**config.mk**
```make
export PLATFORM = sky130hd
export DESIGN_NAME = quad_step_decoder
export DESIGN_NICKNAME = d
export VERILOG_FILES = /design/src/rtl/quad_step_decoder.sv
export SDC_FILE = /design/constraint.sdc
export NUM_CORES = 1
export LEC_CHECK = 0
export BUFFER_PORTS_ARGS = -buffer_cell sky130_fd_sc_hd__buf_2
export CAP_MARGIN = 20
export CORE_UTILIZATION = 49
export DETAILED_ROUTE_END_ITERATION = 6
export GPL_TIMING_DRIVEN = 1
export PLACE_DENSITY = 0.72
export SLEW_MARGIN = 10
export SYNTH_ARGS = -nofsm -noshare
export SYNTH_HDL_FRONTEND = slang
export SYNTH_SLANG_ARGS = --single-unit
```
**constraint.sdc**
```tcl
create_clock -name clk -period 2.12 [get_ports clk]
set_input_delay 0.424 -clock clk [delete_from_list [all_inputs] [get_ports clk]]
set_output_delay 0.424 -clock clk [all_outputs]
set_load 0.02 [all_outputs]
```
**src/rtl/quad_step_decoder.sv**
```systemverilog
// Quadrature A/B front end: synchronise, glitch-filter, x4 decode into step/ud plus position.
// Optional index input (enc_z / idx) is compiled in when QDEC_INDEX_EN is defined.
module quad_step_decoder #(
  parameter int CNT_W       = 4,
  parameter int SYNC_STAGES = 2,
  parameter int FILT_LEN    = 2
) (
  input  logic             clk,
  input  logic             rst_n,
  input  logic             enc_a,
  input  logic             enc_b,
`ifdef QDEC_INDEX_EN
  input  logic             enc_z,
`endif
  input  logic             clr,
  output logic             step,
  output logic             ud,
  output logic [CNT_W-1:0] pos,
  output logic             err,
  output logic             err_sticky,
`ifdef QDEC_INDEX_EN
  output logic             idx,
`endif
  output logic             valid
);

`ifdef QDEC_INDEX_EN
  localparam int NPH = 3;
`else
  localparam int NPH = 2;
`endif
  localparam int FC_W   = $clog2(FILT_LEN + 1);
  localparam int WARM   = SYNC_STAGES + FILT_LEN;
  localparam int WARM_W = $clog2(WARM + 1);
  localparam logic [FC_W-1:0]   FILT_LAST = FC_W'(FILT_LEN - 1);
  localparam logic [FC_W-1:0]   FC_ONE    = {{(FC_W-1){1'b0}}, 1'b1};
  localparam logic [WARM_W-1:0] WARM_DONE = WARM_W'(WARM);
  localparam logic [WARM_W-1:0] WARM_ONE  = {{(WARM_W-1){1'b0}}, 1'b1};
  localparam logic [CNT_W-1:0]  POS_ONE   = {{(CNT_W-1){1'b0}}, 1'b1};

  typedef enum logic [0:0] {ST_INIT = 1'b0, ST_TRACK = 1'b1} state_t;

  // True when {A,B} moved one step in the A-leads-B direction.
  function automatic logic is_up(input logic [1:0] p, input logic [1:0] c);
    case ({p, c})
      4'b0010, 4'b1011, 4'b1101, 4'b0100: is_up = 1'b1;
      default:                            is_up = 1'b0;
    endcase
  endfunction

  logic [NPH-1:0] raw_s;
  logic [NPH-1:0] sync_s;
  logic [NPH-1:0] filt_s;
  logic [1:0]     cur_s;

`ifdef QDEC_INDEX_EN
  assign raw_s = {enc_z, enc_b, enc_a};
`else
  assign raw_s = {enc_b, enc_a};
`endif

  for (genvar g = 0; g < NPH; g++) begin : g_ph
    logic [SYNC_STAGES-1:0] sync_r;
    logic [FC_W-1:0]        fcnt_r;
    logic                   filt_r;

    // Plain synchroniser chain, then count consecutive disagreeing samples before accepting them.
    always_ff @(posedge clk or negedge rst_n) begin
      if (!rst_n) begin
        sync_r <= '0;
        fcnt_r <= '0;
        filt_r <= 1'b0;
      end else begin
        sync_r <= {sync_r[SYNC_STAGES-2:0], raw_s[g]};
        if (sync_r[SYNC_STAGES-1] == filt_r) begin
          fcnt_r <= '0;
        end else if (fcnt_r == FILT_LAST) begin
          fcnt_r <= '0;
          filt_r <= sync_r[SYNC_STAGES-1];
        end else begin
          fcnt_r <= fcnt_r + FC_ONE;
        end
      end
    end

    assign sync_s[g] = sync_r[SYNC_STAGES-1];
    assign filt_s[g] = filt_r;
  end

  assign cur_s = {filt_s[0], filt_s[1]};

  state_t            state_r, state_s;
  logic [1:0]        prev_r, prev_s;
  logic [WARM_W-1:0] warm_r, warm_s;
  logic              step_r, step_s;
  logic              ud_r, ud_s;
  logic [CNT_W-1:0]  pos_r, pos_s;
  logic              err_r, err_s;
  logic              sticky_r, sticky_s;
  logic              valid_r, valid_s;
`ifdef QDEC_INDEX_EN
  logic              zprev_r;
  logic              idx_r, idx_s;
  logic              z_rise_s;
  assign z_rise_s = filt_s[2] & ~zprev_r;
`endif

  // Next-state and decode; clr is folded in at the register stage below.
  always_comb begin
    state_s  = state_r;
    prev_s   = prev_r;
    warm_s   = warm_r;
    step_s   = 1'b0;
    ud_s     = ud_r;
    pos_s    = pos_r;
    err_s    = 1'b0;
    sticky_s = sticky_r;
    valid_s  = valid_r;
`ifdef QDEC_INDEX_EN
    idx_s    = 1'b0;
`endif
    case (state_r)
      ST_INIT: begin
        if (warm_r != WARM_DONE) begin
          warm_s = warm_r + WARM_ONE;
        end else begin
          warm_s = warm_r;
        end
        // Leave only once the sync chain is full and no phase is still qualifying.
        if ((warm_r == WARM_DONE) && (sync_s == filt_s)) begin
          state_s = ST_TRACK;
          prev_s  = cur_s;
          valid_s = 1'b1;
        end else begin
          state_s = ST_INIT;
        end
      end
      ST_TRACK: begin
        prev_s = cur_s;
        if (is_up(prev_r, cur_s)) begin
          step_s = 1'b1;
          ud_s   = 1'b1;
          pos_s  = pos_r + POS_ONE;
        end else if (is_up(cur_s, prev_r)) begin
          step_s = 1'b1;
          ud_s   = 1'b0;
          pos_s  = pos_r - POS_ONE;
        end else if ((prev_r ^ cur_s) == 2'b11) begin
          err_s    = 1'b1;
          sticky_s = 1'b1;
        end else begin
          step_s = 1'b0;
        end
`ifdef QDEC_INDEX_EN
        if (z_rise_s) begin
          idx_s = 1'b1;
          pos_s = '0;
        end else begin
          idx_s = 1'b0;
        end
`endif
      end
      default: begin
        state_s = ST_INIT;
      end
    endcase
  end

  // Decoder state and registered outputs.
  always_ff @(posedge clk or negedge rst_n) begin
    if (!rst_n) begin
      state_r  <= ST_INIT;
      prev_r   <= 2'b00;
      warm_r   <= '0;
      step_r   <= 1'b0;
      ud_r     <= 1'b0;
      pos_r    <= '0;
      err_r    <= 1'b0;
      sticky_r <= 1'b0;
      valid_r  <= 1'b0;
`ifdef QDEC_INDEX_EN
      zprev_r  <= 1'b0;
      idx_r    <= 1'b0;
`endif
    end else begin
      state_r <= state_s;
      prev_r  <= prev_s;
      warm_r  <= warm_s;
      step_r  <= step_s;
      ud_r    <= ud_s;
      err_r   <= err_s;
      valid_r <= valid_s;
      if (clr) begin
        pos_r    <= '0;
        sticky_r <= 1'b0;
      end else begin
        pos_r    <= pos_s;
        sticky_r <= sticky_s;
      end
`ifdef QDEC_INDEX_EN
      zprev_r <= filt_s[2];
      idx_r   <= idx_s;
`endif
    end
  end

  assign step       = step_r;
  assign ud         = ud_r;
  assign pos        = pos_r;
  assign err        = err_r;
  assign err_sticky = sticky_r;
  assign valid      = valid_r;
`ifdef QDEC_INDEX_EN
  assign idx        = idx_r;
`endif

endmodule

```
# After elaboration in Yosys (flattened, before gate mapping)
# Index checks and enable logic that the tools add are counted.
# word_totals
regBits	25
input_bits	5
output_inout_bits	9
elab_cells	88
# classes
add_sub_neg	5
eq_ne	19
mux	31
bitwise	4
reduce_logical	14
# ops
cell	count
$mux 1	21
$eq 4x4->1 const B	4
$mux 4	4
$reduce_and 2->1	6
$mux 2	5
$eq 4x2->1 const B	2
$eq 4x3->1 const B	2
$reduce_or 4->1	2
$ne 2x2->1 const B	3
$reduce_bool 2->1	3
$add 2x1->2 const B	2
$add 4x1->4 const B	1
$eq 2x1->1 const B	2
$pmux 2 s2	1
$reduce_and 4->1	1
$sub 4x1->4 const B	1
$add 3x1->3 const B	1
$eq 3x3->1 const B	1
$ne 3x3->1 const B	1
$not 1->1	3
$reduce_bool 3->1	1
$eq 1x1->1	2
$eq 2x2->1	1
$eq 2x2->1 const B	1
2 further kinds	2

# Longest topological paths before layout
# depth
depth_word	10
mapped_depth	7
depth_no_buf	7

# Worst setup path after synthesis
# No wires, ideal clock.
# synth_path
kind	register to register
startpoint	register g_ph[1].filt_r
endpoint	register pos_r[3] (netlist: pos[3])
setup_time_ns	0.128
arrival_ns	2.093
required_time_ns	1.992
slack_ns	-0.101
stages_incl_launch_ff	8
path_buffers	0
synth_period_minus_slack_ns	2.221
cell_sequence	dfrtp_1 -> xor2_1 -> or2_1 -> ha_1 -> a21oi_1 -> a211o_1 -> a211oi_1 -> mux2_1
# synth_between
elab_chain_len	7
word_cells_on_any_way	20
cone_classes	eq/ne (8); mux (8); reduce/logical (4)
# synth_lines
item	line_no	text
start: declaration	65	logic filt_r;
start signal: assignment	79	filt_r <= sync_r[SYNC_STAGES-1];
$eq 4x2->1, or another cell as far along	45	case ({p, c})
$reduce_or 4->1	45	
$mux 1	45	
$mux 1, on equally long branches	140, 122	
$mux 1 / $mux 4 (equally long branches)	122, 140	
$reduce_bool 3->1 (no line) / $mux 4 (equally long branches)	--	
$reduce_and 2->1 (no line) / $mux 4 (equally long branches)	--	
end signal: assignment	197	pos_r <= pos_s;
end: declaration	97	logic [CNT_W-1:0] pos_r, pos_s;
# Parallel ways exist; a longest one is shown, timed or not. The select of a mux whose other input is x is not followed.
# A chain may end at the register's enable or synchronous reset.

# Worst setup path in the final report
# layout_path
startpoint	register prev_r[1]
endpoint	register pos_r[3] (netlist: pos[3])
# layout_between
elab_chain_len	7
word_cells_on_any_way	20
cone_classes	eq/ne (8); mux (8); reduce/logical (4)
# layout_lines
item	line_no	text
start: declaration	93	logic [1:0] prev_r, prev_s;
start signal: assignment	187	prev_r <= prev_s;
$eq 4x2->1, or another cell as far along	45	
$reduce_or 4->1	45	
$mux 1	45	
$mux 1, on equally long branches	140, 122	
$mux 1 / $mux 4 (equally long branches)	122, 140	
$reduce_bool 3->1 (no line) / $mux 4 (equally long branches)	--	
$reduce_and 2->1 (no line) / $mux 4 (equally long branches)	--	
# Parallel ways exist; a longest one is shown, timed or not. The select of a mux whose other input is x is not followed.

==> impl_metrics.yaml <==
route:
  wire_per_inst_um: 12.0
  drtAntennaViolNets: 0
  drtPass1Iterations: 4
  drc: 0
  first_iter_violations: 6
  via_count: 684
  via_per_inst: 5.03
  wl_um: 1630
sta:
  period_share_pct: 101
  fin_worst_skew_ns: 0.00663
  drv_slew: 0
  setup_ws_ns: -0.0114
  final-setup-viol-count: 1
  max_freq_ghz: 0.469
  rsz0062_at_grt: "yes"
  min_period_ns: 2.13
  tightest_slew_ns: 0.524
  hold_viol_final: 0
  tns_ns: -0.0114
  maxSlewHeadroom_pct: 65.1
global_route:
  antenna_found_initial: 0
  grt_pass1_wl_um: 2870
  overflow: 0
  grt_max_degree: 26
  grt_pass1_vias: 662
  grt_usage_pct: 16.5
clocking:
  cts_setup_buffers: 0
  cts_buffers: 3
  root_buffer: "clkbuf_4"
  ctsHtreeMaxLevel: 1
  worstSkewPairLatency_ns: 0.31
  cts.clk_slew.worst_paths_ns: 0.13
  cts_tree: "built"
  clockBufferDepth: 2
  cts_hold_buffers: 0
  cts.sinks: 25
final_layout:
  syn2layout_area_growth_pct: 18.8
  final_common_cell: "dfrtp_1"
  fin_nets: 120
  diodes: 0
  n_fill_cell: 169
  fin_util_pct: 62.9
  instances_no_fill: 136
  final_cell_mix: "dfrtp_1, buf_2, nor2_1"
  design_area_um2: 1260
  drive_gt1_share_pct: 27.5
critical_path:
  crit_required_ns: 2.32
  endpoint_kind: "flip-flop"
  cp-start-kind: "flip-flop"
  r2r_start: "prev_r[1]"
  critPathMaxFanout: 4
  crit_type: "reg2reg"
  arrival_ns: 2.33
  rr_endpoint: "pos[3]"
  r2r_slack_ns: -0.01
  rr_worst_depth: 7
yosys:
  yosys_register_bits: 25
  yosysTopAreaCell: "dfrtp_1"
  synthCells: 86
  synth_warnings: 0
  syn_avg_cell_area_um2: 12.3
  syn_nets: 96
  ys_seq_area_share_pct: 59.0
  syn-cell-area_um2: 1060
  synth_top_area_share_pct: 59.0
  synthDistinctLibCells: 25
  yosys-top-cells-area: "dfrtp_1, xnor2_1, ha_1"
floorplanning:
  die_height_um: 48.5
  dieWidth_um: 48.5
  dieArea_um2: 2360
  io_pins: 14
  initial_utilization_pct: 53.0
  rows: 16
  design.core.area_um2: 2000
pwr:
  p_leak_nw: 0.586
  irDropWorstVdd_v: 0.000827
  design_power_total_mw: 2.14
  p_per_area_nw_per_um2: 1700
placement:
  gp_congestion: 0.756
  dp_cells: 132
  placed_area_um2: 1220
  io_buffers: 13
status:
  failed_checks: "negative setup slack"
  status: "finished, violations left"
min_path:
  min_path_type: "in2async"
flow_run:
  drv_cap: 0
## synth_stat cells
library cell and n:
a211o_1 1, a211oi_1 2, a21o_1 1, a21oi_1 7, and2_1 2, and3_2 1
and4_1 1, dfrtp_1 25, fa_1 1, ha_1 4, inv_1 4, mux2_1 3
mux2_2 2, nand2_1 1, nand3_1 2, nor2_1 7, nor2b_1 3, nor3b_1 1
o211ai_1 1, o21ai_0 4, o21ai_1 1, or2_1 1, or3_1 1, xnor2_1 6
xor2_1 4
## logic make-up (layout without fill, tap and decap cells)
logic type | count (synthesis) | in the layout | synth area share [%]
AO/OA/AOI/OAI | 17 | 17 | 9.32
AND/OR/NAND/NOR | 20 | 20 | 10.1
buffers and inverters | 4 | 27 | 1.41
flip-flops | 25 | 25 | 59.0
multiplexers | 5 | 5 | 5.31
adder cells (fa/ha/maj) | 5 | 5 | 6.60
XOR/XNOR | 10 | 10 | 8.25
## final cells by class
class | count | area, um^2 | share of cell area, %
clock buffers | 4 | 26.3 | 2.09
inverters | 4 | 15.0 | 1.19
flip-flops and latches | 25 | 626 | 49.7
multi-input cells | 57 | 449 | 35.7
well taps | 27 | 33.8 | 2.68
repair buffers | 19 | 110 | 8.74
## per-layer routing
metal	vias to the layer above	GRT usage (%)	routed length, um
li1	341	-	-
met1	330	18.9	685
met2	11	29.3	895
met3	2	2.83	33
met4	0	8.82	14
met5	-	0	0
## flip-flops by register name (all words and copies together), names as in the netlist
name,count
err,1
err_sticky,1
g_ph.fcnt_r,4
g_ph.filt_r,2
g_ph.sync_r,4
pos,4
prev_r,2
state_r,1
step,1
ud,1
valid,1
warm_r,3
## worst max path at each step
stage	startpoint	endpoint	cells past startpoint
floorplan	g_ph[0].filt_r	pos[3]	7
CTS	prev_r[1]	pos[3]	7
detailed placement	prev_r[1]	pos[3]	7
global placement	prev_r[1]	pos[3]	7
global route	prev_r[1]	pos[3]	7
finish	prev_r[1]	pos[3]	7
## metrics by stage
stage          hold slack (ns)  setup slack [ns]
3_3_place_gp             0.333            0.0363
4_1_cts                 0.0915           -0.0447
3_5_place_dp             0.339           -0.0147
5_1_grt                  0.116            -0.127
2_1_floorplan            0.128          -0.00694
6_report                0.0710           -0.0114
## what timing repair did
item | in CTS | in global routing
pin swaps | 0 | 1
setup endpoints to repair | 1 | 1
resized for setup | 0 | 2
## worst max-delay path, cell delays in order (launching register included)
cell	delay, ns
dfrtp_1	0.41
xor2_1	0.17
or2_4	0.26
ha_4	0.30
a21oi_2	0.06
a211o_1	0.30
a211oi_2	0.18
mux2_1	0.33
## power by group
part / internal [mW] / switching, mW / leakage (nW)
Sequential: 0.618 / 0.0816 / 0.305
Combinational: 0.609 / 0.635 / 0.266
Clock: 0.0734 / 0.127 / 0.0150
Total: 1.30 / 0.843 / 0.586
(Power assumes the default switching activity.)
